## config.mk

```make
export PLATFORM = sky130hd
export DESIGN_NAME = gray_seq_ctrl_flat
export DESIGN_NICKNAME = d
export VERILOG_FILES = /design/src/rtl/gray_seq_if.sv /design/src/rtl/gray_seq_ctrl.sv /design/src/flat_wrapper.sv
export SDC_FILE = /design/constraint.sdc
export NUM_CORES = 1
export LEC_CHECK = 0
export CORE_ASPECT_RATIO = 2
export CORE_UTILIZATION = 40
export DETAILED_ROUTE_END_ITERATION = 16
export PLACE_DENSITY = 0.7
export REMOVE_ABC_BUFFERS = 1
export SLEW_MARGIN = 0
export SYNTH_ARGS = -nofsm -noshare
export SYNTH_HDL_FRONTEND = slang
export SYNTH_SLANG_ARGS = --single-unit
```

## constraint.sdc

```tcl
create_clock -name clk -period 5.7 [get_ports clk]
set_clock_uncertainty 0.1 [all_clocks]
set_input_delay 1.14 -clock clk [delete_from_list [all_inputs] [get_ports clk]]
set_output_delay 1.14 -clock clk [all_outputs]
set_load 0.05 [all_outputs]
```

## src/rtl/gray_seq_if.sv

```systemverilog
// Handshake and status bundle between a run sequencer and gray_seq_ctrl.
// master: sequencer side (drives start_valid/start_len/pause/stop/clr).
// slave:  controller side (drives start_ready, gray_cnt and the status pulses).
interface gray_seq_if #(
  parameter int CBITS = 18,
  parameter int LEN_W = 18
);
  logic             start_valid;
  logic             start_ready;
  logic [LEN_W-1:0] start_len;
  logic             pause;
  logic             stop;
  logic             clr;
  logic [CBITS-1:0] gray_cnt;
  logic             gray_vld;
  logic             wrap;
  logic             done;
  logic             busy;
  logic             err;

  modport master (
    output start_valid, start_len, pause, stop, clr,
    input  start_ready, gray_cnt, gray_vld, wrap, done, busy, err
  );

  modport slave (
    input  start_valid, start_len, pause, stop, clr,
    output start_ready, gray_cnt, gray_vld, wrap, done, busy, err
  );
endinterface

```

## src/rtl/gray_seq_ctrl.sv

```systemverilog
// Run controller for a binary-backed Gray counter: steps it start_len times (0 = until stop).
// Latency: first step one edge after the start handshake; gray_vld/wrap registered, done during DONE.
// Backpressure: start_ready high only in IDLE; pause freezes stepping, stop aborts the run.
// Ports: clk, rst (async, active-high); bus (gray_seq_if.slave): start_valid/start_ready/start_len,
//   pause, stop, clr in; gray_cnt, gray_vld, wrap, done, busy, err out.
// Optional: define GRAY_SEQ_CHK_EN to build the Gray single-bit-step checker driving err.
module gray_seq_ctrl #(
  parameter int CBITS = 18,
  parameter int LEN_W = 18
) (
  input  logic      clk,
  input  logic      rst,
  gray_seq_if.slave bus
);

  localparam logic [1:0] S_IDLE = 2'd0;
  localparam logic [1:0] S_RUN  = 2'd1;
  localparam logic [1:0] S_HOLD = 2'd2;
  localparam logic [1:0] S_DONE = 2'd3;

  logic [1:0]       state;
  logic [1:0]       state_nxt;
  logic [CBITS-1:0] cnt;
  logic [CBITS-1:0] gray_q;
  logic [CBITS-1:0] cnt_inc;
  logic [CBITS-1:0] gray_inc;
  logic [LEN_W-1:0] remaining;
  logic             step;
  logic             gray_vld_q;
  logic             wrap_q;
  logic             accept;
  logic             clr_now;

  // stop outranks pause, pause outranks the step
  always_comb begin
    step     = (state == S_RUN) && !bus.stop && !bus.pause;
    accept   = (state == S_IDLE) && bus.start_valid;
    clr_now  = (state == S_IDLE) && bus.clr;
    cnt_inc  = cnt + CBITS'(1);
    gray_inc = cnt_inc ^ (cnt_inc >> 1);
  end

  always_comb begin
    state_nxt = state;
    case (state)
      S_IDLE: if (bus.start_valid) state_nxt = S_RUN;
      S_RUN: begin
        if (bus.stop)                         state_nxt = S_DONE;
        else if (bus.pause)                   state_nxt = S_HOLD;
        // remaining loaded as 0 never reaches 1, so free-run only ends on stop
        else if (remaining == LEN_W'(1))      state_nxt = S_DONE;
      end
      S_HOLD: begin
        if (bus.stop)        state_nxt = S_DONE;
        else if (!bus.pause) state_nxt = S_RUN;
      end
      S_DONE:  state_nxt = S_IDLE;
      default: state_nxt = S_IDLE;
    endcase
  end

  always_ff @(posedge clk or posedge rst) begin
    if (rst) begin
      state      <= S_IDLE;
      cnt        <= '0;
      gray_q     <= '0;
      remaining  <= '0;
      gray_vld_q <= 1'b0;
      wrap_q     <= 1'b0;
    end else begin
      state      <= state_nxt;
      gray_vld_q <= step;
      wrap_q     <= step && (cnt_inc == '0);
      // cnt and gray_q always move together so gray_q == gray(cnt) holds every cycle;
      // clr and step are exclusive (IDLE vs RUN) so the order here is only cosmetic
      if (clr_now) begin
        cnt    <= '0;
        gray_q <= '0;
      end else if (step) begin
        cnt    <= cnt_inc;
        gray_q <= gray_inc;
      end
      if (accept) begin
        remaining <= bus.start_len;
      end else if (step && (remaining != '0)) begin
        remaining <= remaining - LEN_W'(1);
      end
    end
  end

  assign bus.start_ready = (state == S_IDLE);
  assign bus.busy        = (state == S_RUN) || (state == S_HOLD);
  assign bus.done        = (state == S_DONE);
  assign bus.gray_cnt    = gray_q;
  assign bus.gray_vld    = gray_vld_q;
  assign bus.wrap        = wrap_q;

`ifdef GRAY_SEQ_CHK_EN
  logic [CBITS-1:0] gray_diff;
  logic             step_bad;
  logic             err_q;

  // a legal Gray step flips exactly one bit: diff is non-zero and a power of two
  always_comb begin
    gray_diff = gray_q ^ gray_inc;
    step_bad  = (gray_diff == '0) || ((gray_diff & (gray_diff - CBITS'(1))) != '0);
  end

  always_ff @(posedge clk or posedge rst) begin
    if (rst) begin
      err_q <= 1'b0;
    end else if (step && step_bad) begin
      err_q <= 1'b1;
    end
  end

  assign bus.err = err_q;
`else
  assign bus.err = 1'b0;
`endif

endmodule

```

## src/flat_wrapper.sv

```systemverilog
// flat-port wrapper written by rule: the top's interface ports become plain ports
module gray_seq_ctrl_flat 
#(
  parameter int CBITS = 18,
  parameter int LEN_W = 18
)
  (clk, rst, bus_start_valid, bus_start_len, bus_pause, bus_stop, bus_clr, bus_start_ready, bus_gray_cnt, bus_gray_vld, bus_wrap, bus_done, bus_busy, bus_err);
  gray_seq_if #(.CBITS(CBITS), .LEN_W(LEN_W)) bus_i ();
  input  logic clk;
  input  logic rst;
  input wire logic [$bits(bus_i.start_valid)-1:0] bus_start_valid;
  input wire logic [$bits(bus_i.start_len)-1:0] bus_start_len;
  input wire logic [$bits(bus_i.pause)-1:0] bus_pause;
  input wire logic [$bits(bus_i.stop)-1:0] bus_stop;
  input wire logic [$bits(bus_i.clr)-1:0] bus_clr;
  output wire logic [$bits(bus_i.start_ready)-1:0] bus_start_ready;
  output wire logic [$bits(bus_i.gray_cnt)-1:0] bus_gray_cnt;
  output wire logic [$bits(bus_i.gray_vld)-1:0] bus_gray_vld;
  output wire logic [$bits(bus_i.wrap)-1:0] bus_wrap;
  output wire logic [$bits(bus_i.done)-1:0] bus_done;
  output wire logic [$bits(bus_i.busy)-1:0] bus_busy;
  output wire logic [$bits(bus_i.err)-1:0] bus_err;
  assign bus_i.start_valid = bus_start_valid;
  assign bus_i.start_len = bus_start_len;
  assign bus_i.pause = bus_pause;
  assign bus_i.stop = bus_stop;
  assign bus_i.clr = bus_clr;
  assign bus_start_ready = bus_i.start_ready;
  assign bus_gray_cnt = bus_i.gray_cnt;
  assign bus_gray_vld = bus_i.gray_vld;
  assign bus_wrap = bus_i.wrap;
  assign bus_done = bus_i.done;
  assign bus_busy = bus_i.busy;
  assign bus_err = bus_i.err;
  gray_seq_ctrl #(.CBITS(CBITS), .LEN_W(LEN_W)) u_core (.clk(clk), .rst(rst), .bus(bus_i));
endmodule
```

==> impl_results.md <==
- GRT busiest layer: met2
- Synth top area share: 0.409
- Maximum fanout along the worst path: 9
- Clock Latency Late Sink: approximately 0.33 ns
- Initial antenna violation count: 0
- DRT Wirelength: approximately 8900 um
- DP Area: 0.00398 sq mm
- Area added between synthesis and finish: 23.4%
- Largest net degree at the start of global routing: 58
- Reg2reg setup slack: 2.86 ns
- Die X-Extent: roughly 68 um
- Status: complete, no violations
- Maximum capacitance violations: 0
- Layout Cells excl Fill: 536
- CTS resizes: 0
- Pwr Density: ~460 mW/mm^2
- Worst Path Arrival: 2.03 ns
- Layout cells sized above 1: 0.0616
- Via count: approximately 3,100
- Worst vdd ir: about 0.00022 V
- DP HPWL: between 6000 and 7000 um
- Lkg Pwr: approximately 1.7 nW
- CTS tree: yes
- Mean post-synth cell area: around 8.7 sq um
- TNS Setup: 0 ns
- Syn Std Cell Area: 0.00349 sq mm
- Share of the yosys chip area belonging to registers: 0.409
- # H-tree levels: 3
- DRC errors left: 0
- Fill count: approximately 800
- Reg clk slew, reported paths: about 0.05 ns
- CTS hold repair buffers: 0
- Routability Congestion: approximately 0.9
- Final net count: 473
- Total Power Consumption: 0.00196 W
- FFs w/ async S/R, synth: 1.00
- Final ANT Viol Nets: 0
- Fin crit period: between 3 and 4 ns
- Root Buffer Master: clkbuf_16
- Design area: approximately 0.0043 sq mm
- Yosys top cell by area: dfrtp_1
- Syn. warnings: 0
- Fin. Hold Viols: 0
- Hold slack: between 0.4 and 0.5 ns
- Met1 Use GR: 0.226
- Rel. slew slack: 0.501
- GRT overflow: 0
- Synth Register Bits: 57
- Synth area leaders: dfrtp_1 (41%), xnor2_1 (5.8%), ha_1 (5.7%), nor2_1 (4.6%), xor2_1 (4.0%)
- Main flop type after synthesis: dfrtp_1
- Commonest non-fill, non-tap cells in the layout: dfrtp_1 (57), clkdlybuf4s50_1 (46), nor2_1 (43)
- Vias in the first global route: 3,119
- Core Area: 0.00835 sq mm
- First-pass GRT wire length: 14,700 um
- Per-cell routed wire length: 16.5 um
- Mapped Cells: 400
- Cell total after placement: 520
- Max Freq: 0.306 GHz
- Critical Path End Type: output pin
- Number of synthesized flops with an enable pin: 0
- Postcts setup bufs: 0
- Deepest clock path buffer count: 2
- Critical Path Start Type: register
- Site row count: 47
- Starting DRT DRC Count: about 250
- Slew @ Worst Pin: 0.747 ns
- Met3 Resource Use GR: 0.0417
- Clock Sinks: 57
- Die Ht: between 100 and 150 um
- Period utilization: 0.573
- Total CTS buffers: 9
- Initial Util: 0.418
- Crit Path Class: reg2out
- Final setup fails: 0
- Req. time, crit path: 4.46 ns
- Total track usage: 0.217
- Detailed Routing Iterations Pass 1: 5
- RSZ-0062 raised after global routing: no
- I/O pin count: 48
- Grt met2 use: 0.378
- Most common cell after layout, fill and taps aside: dfrtp_1
- Via density: 5.79
- I/O Buffers: 46
- Min-Delay Path Class: reg2reg
- Netlist cell types: 53
- N_diodes: 0
- Die ar.: 0.00912 sq mm
- Slew Viols, Final: 0
worst max-delay path, cell delays in order, from the launching register on:
cell and delay, ns:
dfrtp_1 0.43, inv_1 0.10, ha_1 0.30, clkdlybuf4s50_1 0.86
cells in the mapped netlist, types with 3 or more instances:
master / instances
xor2_1: 16
a21oi_1: 26
nand4_1: 12
nor3_1: 16
nor2_1: 43
or3_1: 4
inv_1: 10
nand2b_1: 5
a211oi_1: 8
xnor2_1: 23
o22ai_1: 3
ha_1: 16
o31ai_1: 3
a22oi_1: 3
a31oi_1: 6
nand3_1: 20
and3_1: 3
o21ai_0: 19
o21ai_1: 3
nor4_1: 9
dfrtp_1: 57
clkbuf_1: 23
nand2_1: 37
kinds of logic (layout without fill, tap and decap cells):
logic type,Yosys count,count (layout),share of synthesized area
simple gates,162,162,0.229
compound gates,86,86,0.157
flops,57,57,0.409
xor+xnor,39,39,0.0979
buf+inv,38,76,0.0459
fa+ha+maj,16,16,0.0574
other cells,1,1,0.00108
mux,1,1,0.00287
through the flow:
stage | utilization | setup slack (ns)
2_1_floorplan | - | 2.19
3_3_place_gp | 0.476 | 2.17
6_report | 0.515 | 2.43
4_1_cts | 0.515 | 2.41
5_1_grt | 0.515 | 2.24
3_5_place_dp | 0.476 | 2.13
worst paths after layout:
path / startpoint / end / cells past startpoint
min in group asynchronous: rst / u_core.remaining[9]$_DFFE_PP0P_ / 3
hold / removal: u_core.remaining[10]$_DFFE_PP0P_ / u_core.remaining[10]$_DFFE_PP0P_ / 1
setup reg to reg: u_core.state[0]$_DFFE_PP0P_ / u_core.remaining[0]$_DFFE_PP0P_ / 7
max in group asynchronous: rst / u_core.bus.gray_cnt[13]$_DFFE_PP0P_ / 3
hold reg to reg: u_core.remaining[10]$_DFFE_PP0P_ / u_core.remaining[10]$_DFFE_PP0P_ / 1
setup / recovery: u_core.state[0]$_DFFE_PP0P_ / bus_start_ready / 3
per-layer routing:
layer / wire, um / vias up
li1: - / 1487
met1: 3190 / 1521
met2: 5040 / 77
met3: 354 / 19
met4: 274 / 0
met5: 0 / -
power by group:
part	internal, W	switching, W	total, W
logic	0.000267	0.000479	0.000746
registers	0.000511	0.000117	0.000628
clock network	0.000406	0.000178	0.000585
final cells by class:
type                    instances  area [sq um]  share of cell area
clock buffers                  14           264              0.0614
multi-input cells             305          1900               0.442
well taps                      98           123              0.0285
repair buffers                 50           490               0.114
clock inverters                 2          60.1              0.0140
flip-flops and latches         57          1430               0.331
inverters                      10          37.5             0.00872
state kept, by name, summed over array words and instances (netlist names):
| signal | flops |
|---|---|
| u_core.remaining | 18 |
| u_core.state | 2 |
| u_core.bus.gray_vld | 1 |
| u_core.bus.gray_cnt | 17 |
| u_core.bus.wrap | 1 |
| u_core.cnt | 18 |
No activity file was read; power rests on OpenSTA's default activity.
